===== src/rtl/rf_pkg.sv =====
// Register-file constants and the register-id type shared by the register file,
// decode and the dependency scoreboard.
package rf_pkg;
    localparam int REG_W    = 4;
    localparam int NUM_REGS = 16;

    typedef logic [REG_W-1:0] reg_id_t;

    localparam reg_id_t ZERO_REG = 4'd0;

    // R0 never takes part in dependency tracking, so any hit on it is dropped here.
    function automatic logic reg_hit(input logic valid, input reg_id_t id, input reg_id_t r);
        return valid && (id == r) && (id != ZERO_REG);
    endfunction
endpackage


===== src/rtl/reg_scoreboard_if.sv =====
// Decode/WB/flush-side signal bundle of the register-dependency scoreboard.
interface reg_scoreboard_if;
    import rf_pkg::*;

    logic    issue_valid;
    logic    issue_writes;
    reg_id_t issue_dst;
    logic    src1_used;
    logic    src2_used;
    reg_id_t src1;
    reg_id_t src2;
    logic    wb_valid;
    reg_id_t wb_dst;
    logic    kill_valid;
    reg_id_t kill_dst;
    logic    stall;
    logic    any_pending;
    logic    err;

    modport master (
        output issue_valid, issue_writes, issue_dst, src1_used, src2_used, src1, src2,
               wb_valid, wb_dst, kill_valid, kill_dst,
        input  stall, any_pending, err
    );

    modport slave (
        input  issue_valid, issue_writes, issue_dst, src1_used, src2_used, src1, src2,
               wb_valid, wb_dst, kill_valid, kill_dst,
        output stall, any_pending, err
    );
endinterface


===== src/rtl/reg_scoreboard_sb_counter.sv =====
// Per-register outstanding-write counter: one increment and two decrements net
// together each cycle; a net result below zero saturates at 0 and pulses o_unf.
module sb_counter #(
    parameter int CW = 2
) (
    input  logic          clk,
    input  logic          rst,
    input  logic          i_inc,
    input  logic          i_dec_a,
    input  logic          i_dec_b,
    output logic [CW-1:0] o_cnt,
    output logic          o_zero,
    output logic          o_unf
);
    logic [CW-1:0] r_cnt;
    logic [CW+1:0] w_next;

    // Two guard bits: the top bit is the sign of the netted result.
    always_comb begin
        w_next = {2'b00, r_cnt}
               + {{(CW+1){1'b0}}, i_inc}
               - {{(CW+1){1'b0}}, i_dec_a}
               - {{(CW+1){1'b0}}, i_dec_b};
    end

    assign o_unf  = w_next[CW+1];
    assign o_cnt  = r_cnt;
    assign o_zero = (r_cnt == '0);

    always_ff @(posedge clk) begin
        if (rst)
            r_cnt <= '0;
        else if (o_unf)
            r_cnt <= '0;
        else
            r_cnt <= w_next[CW-1:0];
    end
endmodule


===== src/rtl/reg_scoreboard.sv =====
// Register-dependency scoreboard: counts in-flight writers per register and
// stalls decode on RAW hazards and on saturated WAW chains.
module reg_scoreboard
    import rf_pkg::*;
#(
    parameter int MAX_INFLIGHT = 3
) (
    input  logic             clk,
    input  logic             rst,
    reg_scoreboard_if.slave  bus
);
    localparam int            CW      = $clog2(MAX_INFLIGHT + 1);
    localparam logic [CW-1:0] MAX_CNT = CW'(MAX_INFLIGHT);

    logic [NUM_REGS-1:0][CW-1:0] w_cnt;
    logic [NUM_REGS-1:0]         w_zero;
    logic [NUM_REGS-1:0]         w_unf;
    logic [NUM_REGS-1:0]         w_wb_hit;
    logic [NUM_REGS-1:0]         w_kill_hit;
    logic [NUM_REGS-1:0]         w_inc;
    logic [NUM_REGS-1:0]         w_eff_nz;
    logic                        w_raw;
    logic                        w_waw_sat;
    logic                        w_stall;
    logic                        w_accept;
    logic                        r_err;

    genvar r;
    generate
        for (r = 0; r < NUM_REGS; r++) begin : g_reg
            if (r == 0) begin : g_zero
                assign w_cnt[r]      = '0;
                assign w_zero[r]     = 1'b1;
                assign w_unf[r]      = 1'b0;
                assign w_wb_hit[r]   = 1'b0;
                assign w_kill_hit[r] = 1'b0;
                assign w_inc[r]      = 1'b0;
            end else begin : g_cnt
                assign w_wb_hit[r]   = reg_hit(bus.wb_valid, bus.wb_dst, reg_id_t'(r));
                assign w_kill_hit[r] = reg_hit(bus.kill_valid, bus.kill_dst, reg_id_t'(r));
                assign w_inc[r]      = reg_hit(w_accept && bus.issue_writes, bus.issue_dst,
                                               reg_id_t'(r));

                sb_counter #(.CW(CW)) u_cnt (
                    .clk     (clk),
                    .rst     (rst),
                    .i_inc   (w_inc[r]),
                    .i_dec_a (w_wb_hit[r]),
                    .i_dec_b (w_kill_hit[r]),
                    .o_cnt   (w_cnt[r]),
                    .o_zero  (w_zero[r]),
                    .o_unf   (w_unf[r])
                );
            end
            // cnt - wb_hit is non-zero exactly when the two differ; only WB earns bypass credit.
            assign w_eff_nz[r] = (w_cnt[r] != {{(CW-1){1'b0}}, w_wb_hit[r]});
        end
    endgenerate

    assign w_raw     = (bus.src1_used && w_eff_nz[bus.src1])
                    || (bus.src2_used && w_eff_nz[bus.src2]);
    // Uses the registered count, so a same-cycle WB does not open a slot.
    assign w_waw_sat = bus.issue_writes && (bus.issue_dst != ZERO_REG)
                    && (w_cnt[bus.issue_dst] == MAX_CNT);
    assign w_stall   = bus.issue_valid && (w_raw || w_waw_sat) && !rst;
    assign w_accept  = bus.issue_valid && !w_stall && !rst;

    always_ff @(posedge clk) begin
        if (rst)
            r_err <= 1'b0;
        else if (|w_unf)
            r_err <= 1'b1;
    end

    assign bus.stall       = w_stall;
    assign bus.any_pending = ~&w_zero;
    assign bus.err         = r_err;
endmodule

===== src/flat_wrapper.sv =====
// flat-port wrapper written by rule: the top's interface ports become plain ports
module reg_scoreboard_flat import rf_pkg::*;
#(
    parameter int MAX_INFLIGHT = 3
)
  (clk, rst, bus_issue_valid, bus_issue_writes, bus_issue_dst, bus_src1_used, bus_src2_used, bus_src1, bus_src2, bus_wb_valid, bus_wb_dst, bus_kill_valid, bus_kill_dst, bus_stall, bus_any_pending, bus_err);
  reg_scoreboard_if bus_i ();
  input  logic clk;
  input  logic rst;
  input wire logic [$bits(bus_i.issue_valid)-1:0] bus_issue_valid;
  input wire logic [$bits(bus_i.issue_writes)-1:0] bus_issue_writes;
  input wire logic [$bits(bus_i.issue_dst)-1:0] bus_issue_dst;
  input wire logic [$bits(bus_i.src1_used)-1:0] bus_src1_used;
  input wire logic [$bits(bus_i.src2_used)-1:0] bus_src2_used;
  input wire logic [$bits(bus_i.src1)-1:0] bus_src1;
  input wire logic [$bits(bus_i.src2)-1:0] bus_src2;
  input wire logic [$bits(bus_i.wb_valid)-1:0] bus_wb_valid;
  input wire logic [$bits(bus_i.wb_dst)-1:0] bus_wb_dst;
  input wire logic [$bits(bus_i.kill_valid)-1:0] bus_kill_valid;
  input wire logic [$bits(bus_i.kill_dst)-1:0] bus_kill_dst;
  output wire logic [$bits(bus_i.stall)-1:0] bus_stall;
  output wire logic [$bits(bus_i.any_pending)-1:0] bus_any_pending;
  output wire logic [$bits(bus_i.err)-1:0] bus_err;
  assign bus_i.issue_valid = bus_issue_valid;
  assign bus_i.issue_writes = bus_issue_writes;
  assign bus_i.issue_dst = bus_issue_dst;
  assign bus_i.src1_used = bus_src1_used;
  assign bus_i.src2_used = bus_src2_used;
  assign bus_i.src1 = bus_src1;
  assign bus_i.src2 = bus_src2;
  assign bus_i.wb_valid = bus_wb_valid;
  assign bus_i.wb_dst = bus_wb_dst;
  assign bus_i.kill_valid = bus_kill_valid;
  assign bus_i.kill_dst = bus_kill_dst;
  assign bus_stall = bus_i.stall;
  assign bus_any_pending = bus_i.any_pending;
  assign bus_err = bus_i.err;
  reg_scoreboard #(.MAX_INFLIGHT(MAX_INFLIGHT)) u_core (.clk(clk), .rst(rst), .bus(bus_i));
endmodule

===== config.mk =====
export PLATFORM = sky130hd
export DESIGN_NAME = reg_scoreboard_flat
export DESIGN_NICKNAME = d
export VERILOG_FILES = /design/src/rtl/rf_pkg.sv /design/src/rtl/reg_scoreboard_if.sv /design/src/rtl/reg_scoreboard_sb_counter.sv /design/src/rtl/reg_scoreboard.sv /design/src/flat_wrapper.sv
export SDC_FILE = /design/constraint.sdc
export NUM_CORES = 1
export LEC_CHECK = 0
export CAP_MARGIN = 20
export CELL_PAD_IN_SITES_DETAIL_PLACEMENT = 1
export CELL_PAD_IN_SITES_GLOBAL_PLACEMENT = 1
export CORE_ASPECT_RATIO = 1.25
export CORE_MARGIN = 2
export CORE_UTILIZATION = 47
export DETAILED_ROUTE_END_ITERATION = 8
export GPL_TIMING_DRIVEN = 0
export PLACE_DENSITY_LB_ADDON = 0.1
export SLEW_MARGIN = 20
export SYNTH_ARGS = -nofsm -noshare
export SYNTH_HDL_FRONTEND = slang
export SYNTH_SLANG_ARGS = --single-unit

===== constraint.sdc =====
create_clock -name clk -period 10.5 [get_ports clk]
set_clock_uncertainty 0.05 [all_clocks]
set_input_delay 2.1 -clock clk [delete_from_list [all_inputs] [get_ports clk]]
set_output_delay 2.1 -clock clk [all_outputs]
set_load 0.05 [all_outputs]

==> run metrics, run 1 <==
GRT overflow 0; number of H-tree levels 2; reg2reg setup slack between 6 and 7 ns; status completed; CP max stage delay 0.82 ns; Setup crit start bus_wb_dst[1]; post-layout min period about 8.3 ns; hold_buf cts 0; net load switching power 0.000106 W; Reg clk slew, reported paths about 0.06 ns; fraction of power consumed by the clock network around a third; gpl congestion between 0.9 and 1; Fin. Hold Viols 0; Slew @ Worst Pin approximately 0.63 ns; CP required between 8 and 9 ns; global-route wire length before repair between 15,000 and 20,000 um; final core utilization a little over half; syn_area_per_cell about 8.1 sq um; DR vias/cell around 6.4; die area ~7600 sq um; clock sink total 31; Sw Ratio between 30 and 40%; most used cell, CP clkdlybuf4s50_1; vias in the first global route 3,558; synth warn 0; Vias approximately 3,400; R2R cell count 16; DRC viols 0; Reg power frac ~40%; most numerous cell in the Yosys netlist ha_1; slew margin rel. approximately 58%; Critical Path AT between 6 and 7 ns; crit-path cells clkdlybuf4s50_1, nand3b_1, nor3_1, xor2_1, nor2_1, o311a_1, a31oi_1, or3b_1, buf_2, buf_6, nor2b_1, clkdlybuf4s50_1; synthesis-stage register bit count 31; Mapped Area 3270 sq um; Main synth FF type dfxtp_1; critical path depth 12; Routed WL ~12,000 um; layout cells sized above 1 5.72%; average wire per standard cell 22.1 um; CTS tree yes; async set or reset register ratio after synthesis 0%; Layout fillers 854; post-synthesis sequential area ratio a little under a fifth; Post-synth EDFFs 0; reg-to-reg critical path startpoint u_core.g_reg[10].g_cnt.u_cnt.o_cnt[1]; Critical-path top delay cell clkdlybuf4s50_1; Finish-stage setup viols 0; FP Rows 34; Buf/Inv on CP 4; total power between 0.0003 and 0.0004 W; die height 97.2 um; startpoint types input port; I/O Pins 31; Core Footprint around 7000 sq um; Top Family by Delay on Critical Path buffers and inverters; Syn Nets 481; Clk Tree Root Cell clkbuf_8; Detail Route Antenna Nets 0; Num CTS Buffers 5; Antenna Cells 0; DR iter-0 viols approximately 280; Post-Route Setup TNS 0 ns; Multi-input gate area 2510 sq um; Starting Density 47.7%; Worst-Skew Late Latency 0.29 ns; crit path max fanout 10; Post-CTS Setup Bufs 0; CTS-repair resized insts 0; PortBufs 28; CP Capture Type primary output; HP Class reg -> reg; setup repair after global routing missed its margin false; fmax 121 MHz; post-synthesis cell count between 400 and 500; DP HPWL 9290 um; biggest area consumer among synthesized cells dfxtp_1; Post-synth top cells ha_1, nor3_1, dfxtp_1, nor2_1, nand2_1; chip width 78.6 um; fin nets a little over 500; post-synth top area share around a fifth; sequential cell area between 600 and 700 sq um; Max VDD drop 0.0755 mV; combinational power share between 20% and 30%; largest net degree at the start of global routing 11; r2r endpoint u_core.bus.err; Total Routing Usage GR 32.2%; Critical Path End bus_stall; worst setup path class in -> out; power density over the cells about 84 nW/um^2; layout overhead on the synthesized area 14.7%; Longest Clk Path Bufs 2; maxcap violations 0; cell-internal power approximately 0.00021 W; max-slew violation count 0; Distinct cells, synth 51; ranking of synthesized cells by area dfxtp_1, ha_1, fa_1; P_leak roughly 1.5 nW; drt first pass iters 4; fin crit share about four fifths; initial antenna violation count 0
==> registers in the layout (all words and copies together), names as in the netlist <==
register	count
u_core.g.g_cnt.u_cnt.o_cnt	30
u_core.bus.err	1
==> final cells by class <==
type                       count  share of cell area (%)
sequential                    31                    16.6
clock inverter                 1                   0.134
multi-input combinational    339                    66.9
clock buffer                   6                    2.20
tap                           90                    3.00
buffer                        16                    2.10
timing repair buffer          28                    7.48
inverter                      16                    1.60
==> metrics by stage <==
stage | setup WS [ns] | hold slack [ns] | cell area [sq um] | cells
after floorplan | 3.80 | 0.624 | 3270 | 402
final | 2.25 | 0.512 | 3750 | 527
after global placement | 2.39 | 0.492 | 3660 | 520
after global routing | 2.03 | 0.554 | 3750 | 527
after CTS | 2.35 | 0.521 | 3750 | 527
after detailed placement | 2.38 | 0.502 | 3660 | 520
==> cells by family (layout without fill, tap and decap cells) <==
logic type      Yosys count  after routing  synth area share, %
simple gates            222            222                 40.0
buf+inv                  32             67                 4.25
flops                    31             31                 19.0
compound gates           63             63                 13.0
fa+ha+maj                51             51                 23.0
xor+xnor                  3              3                0.804
==> per-layer routing <==
metal	track usage, %	part of all wire, %	vias to the layer above
met5	0	0	-
met4	17.0	4.8	0
met3	2.60	4.5	44
met2	56.7	51	106
met1	38.1	39	1654
li1	-	-	1569
==> worst reg2reg max path, delay by kind of cell, from the launching register on <==
kind                       cells  cell delay (ns)
AOI/OAI and AO/OA              3             0.51
DFF                            1             0.39
adders and majority gates      2             0.58
and+or+nand+nor                8             2.36
buffers and inverters          3             0.38
==> cells in the final DEF (no fill, tap or decap), drive strengths merged, types with 18 or more instances in the layout <==
cell           netlist  final
clkdlybuf4s50        0     28
nand3b              19     19
nor2                29     29
a21oi               18     18
nand2b              22     22
nand2               26     26
ha                  36     36
nor4                22     22
nand3               19     19
nor3                35     35
dfxtp               31     31
==> power by group through the flow <==
stage	Combinational [W]	Sequential [W]	Clock, W
after detailed placement	0.0000878	0.000128	0
after CTS	0.0000884	0.000125	0.000101
after global placement	0.0000854	0.000128	0
final	0.0000896	0.000126	0.0000992
after global routing	0.0000970	0.000126	0.000107
after floorplan	0.0000519	0.000128	0
==> worst min-delay path by stage <==
stage          slack, ns                                    end                                   from  cells past startpoint
3_5_place_dp        0.50                         u_core.bus.err                         u_core.bus.err                      2
6_report            0.51                         u_core.bus.err                         u_core.bus.err                      2
2_1_floorplan       0.62  u_core.g_reg[15].g_cnt.u_cnt.o_cnt[1]  u_core.g_reg[15].g_cnt.u_cnt.o_cnt[1]                      3
3_3_place_gp        0.49                         u_core.bus.err                         u_core.bus.err                      2
5_1_grt             0.55                         u_core.bus.err                         u_core.bus.err                      2
4_1_cts             0.52                         u_core.bus.err                         u_core.bus.err                      2
(Power assumes the default switching activity.)
==> inputs of run 2 (changes only) <==
--- a/config.mk
+++ b/config.mk
@@ -10,7 +10,7 @@
 export CELL_PAD_IN_SITES_GLOBAL_PLACEMENT = 1
 export CORE_ASPECT_RATIO = 1.25
 export CORE_MARGIN = 2
-export CORE_UTILIZATION = 47
+export CORE_UTILIZATION = 44
 export DETAILED_ROUTE_END_ITERATION = 8
 export GPL_TIMING_DRIVEN = 0
 export PLACE_DENSITY_LB_ADDON = 0.1
==> constraint.sdc (replaced) <==
create_clock -name clk -period 8.5 [get_ports clk]
set_clock_uncertainty 0.05 [all_clocks]
set_input_delay 1.7 -clock clk [delete_from_list [all_inputs] [get_ports clk]]
set_output_delay 1.7 -clock clk [all_outputs]
set_load 0.05 [all_outputs]
==> run 2 against run 1 <==
- clock power rose by 57%
- die area is 6.5% higher
- power up 34%
- utilization shrank 2.7 points
- critical path depth did not move
- global-route usage shrank 2.0 points
- sequential share of layout area decreased by 0.14 points
- combinational power grew 24%
- critical path type unchanged
- critical endpoint unchanged
- highest routed layer unchanged
==> run metrics, run 2 (synthesis results as in run 1) <==
fin nets 516 (unchanged); Critical Path End bus_stall; Longest Clk Path Bufs 2 (unchanged); CP required 6.75 ns (-1.60 ns); Antenna Cells 0 (unchanged); Critical-path top delay cell clkdlybuf4s50_1; post-layout min period 7.48 ns; fmax roughly 130 MHz; Buf/Inv on CP 4 (unchanged); HP Class reg -> reg; Setup crit start bus_wb_dst[1]; DRC viols 0 (unchanged); Starting Density 45.0% (-2.8 points); drt first pass iters 5 (+1); DP HPWL 9250 um (-0.45%); fin area 3780 sq um (+0.87%); max FFs per register 30 (unchanged); Critical Path AT 5.73 ns (-0.37 ns); startpoint types input port; Post-Route Setup TNS 0 ns (unchanged); critical path depth 12 (unchanged); crit-path cells clkdlybuf4s50_1, nand3b_1, nor3_1, xor2_1, nor2_1, o311a_1, a31oi_1, or3b_1, buf_2, buf_6, nor2b_1, clkdlybuf4s50_1; worst setup path class in -> out; PortBufs 28 (unchanged); die area 8140 sq um (+6.5%); Worst-Skew Late Latency 0.30 ns (about the same); global-route wire length before repair 18,100 um (-3.8%); status completed; DR iter-0 viols 167 (-39%); Detail Route Antenna Nets 0 (unchanged); I/O Pins 31 (unchanged); CP max stage delay 0.82 ns (about the same); Top Family by Delay on Critical Path buffers and inverters; reg2reg setup slack 4.10 ns (-2.00 ns); Slew @ Worst Pin 0.690 ns (+0.0585 ns); GRT overflow 0 (unchanged); R2R cell count 16 (unchanged); DR vias/cell 6.31 (-1.4%); initial antenna violation count 0 (unchanged); crit path max fanout 10 (unchanged); Post-CTS Setup Bufs 0 (unchanged); Num CTS Buffers 5 (unchanged); CP Capture Type primary output; Finish-stage setup viols 0 (unchanged); Routed WL 11,600 um (-0.52%); maxcap violations 0 (unchanged); Total Routing Usage GR 30.1% (-2.0 points); vias in the first global route 3,519 (-1.1%); CTS-repair resized insts 0 (unchanged); FP Rows 35 (+2.9%); total power 0.000422 W (+34%); Fin. Hold Viols 0 (unchanged); gpl congestion 0.883 (-5.2%); placed inst area 3660 sq um (about the same); slew margin rel. 53.8% (-3.9 points); most used cell, CP clkdlybuf4s50_1; Core Footprint 7270 sq um (+6.1%); largest net degree at the start of global routing 11 (unchanged); clock sink total 31 (unchanged); number of H-tree levels 2 (unchanged); reg-to-reg critical path startpoint u_core.g_reg[10].g_cnt.u_cnt.o_cnt[1]; max-slew violation count 0 (unchanged); Reg clk slew, reported paths 0.07 ns (about the same); commonest non-fill, non-tap cell in the layout ha_1; most frequent cells in the layout ha_1, nor3_1, dfxtp_1, nor2_1, clkdlybuf4s50_1; r2r endpoint u_core.bus.err; fin crit share ~88%; Layout fillers 915 (+7.1%); P_leak 1.47 nW (+0.97%); hold_buf cts 0 (unchanged); setup repair after global routing missed its margin false; die height 100 um (+3.2%); average wire per standard cell 21.8 um (-1.1%); layout cells sized above 1 5.94% (+0.22 points); Max VDD drop 0.0649 mV (-14%); CTS tree yes; chip width 81.1 um (+3.2%); Clk Tree Root Cell clkbuf_8; layout overhead on the synthesized area 15.7%; Vias 3,344 (-0.86%); power density over the cells 112 nW/um^2 (+33%)
-- run 2: layout make-up --
type                            count  area [sq um]  share of cell area (%)
Buffer                             16          78.8                    2.08
Clock buffer                        6          82.6                    2.18
Inverter                           16          60.1                    1.59
Timing Repair Buffer               28           280                    7.41
Sequential cell                    31           621                    16.4
Clock inverter                      2          35.0                   0.927
Tap cell                           92           115                    3.04
Multi-Input combinational cell    339          2510                    66.3
-- run 2: power by group --
| part | switching [W] | leakage [nW] | internal (W) |
|---|---|---|---|
| clock network | 0.0000615 | 0.0612 | 0.0000949 |
| logic | 0.0000666 | 1.16 | 0.0000443 |
| registers | 0.00000593 | 0.251 | 0.000149 |
-- run 2: metrics by stage --
| step | instances | utilization [%] | hold slack, ns | setup slack, ns |
|---|---|---|---|---|
| floorplan | 402 | - | 0.624 | 2.60 |
| global placement | 522 | 50.4 | 0.510 | 1.16 |
| detailed placement | 522 | 50.4 | 0.518 | 1.10 |
| CTS | 530 | 52.0 | 0.547 | 1.07 |
| global route | 530 | 52.0 | 0.577 | 0.789 |
| finish | 530 | 52.0 | 0.535 | 1.02 |
-- run 2: how the worst min path moves through the flow --
| stage | from | to | slack (ns) | cells after the start |
|---|---|---|---|---|
| after floorplan | u_core.g_reg[15].g_cnt.u_cnt.o_cnt[1] | u_core.g_reg[15].g_cnt.u_cnt.o_cnt[1] | 0.62 | 3 |
| after global placement | u_core.bus.err | u_core.bus.err | 0.51 | 2 |
| after detailed placement | u_core.bus.err | u_core.bus.err | 0.52 | 2 |
| after CTS | u_core.bus.err | u_core.bus.err | 0.55 | 2 |
| after global routing | u_core.bus.err | u_core.bus.err | 0.58 | 2 |
| final | u_core.bus.err | u_core.bus.err | 0.53 | 2 |
-- run 2: layer usage --
metal | up-vias | track usage (%) | wire length, um
met4 | 0 | 16.4 | 527
met5 | - | 0 | 0
met1 | 1637 | 36.4 | 4910
met3 | 35 | 3.24 | 414
li1 | 1576 | - | -
met2 | 96 | 51.6 | 5720
-- run 2: worst register-to-register path, stage by stage (launching register included) --
cell	delay (ns)
dfxtp_1	0.38
or4b_4	0.57
nand3_2	0.10
nand3_2	0.09
o41ai_2	0.30
a31oi_1	0.08
or3b_1	0.43
buf_2	0.19
buf_6	0.15
nor4_2	0.28
ha_1	0.18
inv_1	0.05
fa_1	0.39
nor3b_1	0.17
or4_1	0.56
nor2_1	0.18
a31oi_1	0.10
==> inputs of run 3 (changes only) <==
--- a/config.mk
+++ b/config.mk
@@ -5,7 +5,6 @@
 export SDC_FILE = /design/constraint.sdc
 export NUM_CORES = 1
 export LEC_CHECK = 0
-export CAP_MARGIN = 20
 export CELL_PAD_IN_SITES_DETAIL_PLACEMENT = 1
 export CELL_PAD_IN_SITES_GLOBAL_PLACEMENT = 1
 export CORE_ASPECT_RATIO = 1.25
==> results of run 3 <==
Same layout as run 2: the final DEF is identical, and so are final timing and power.
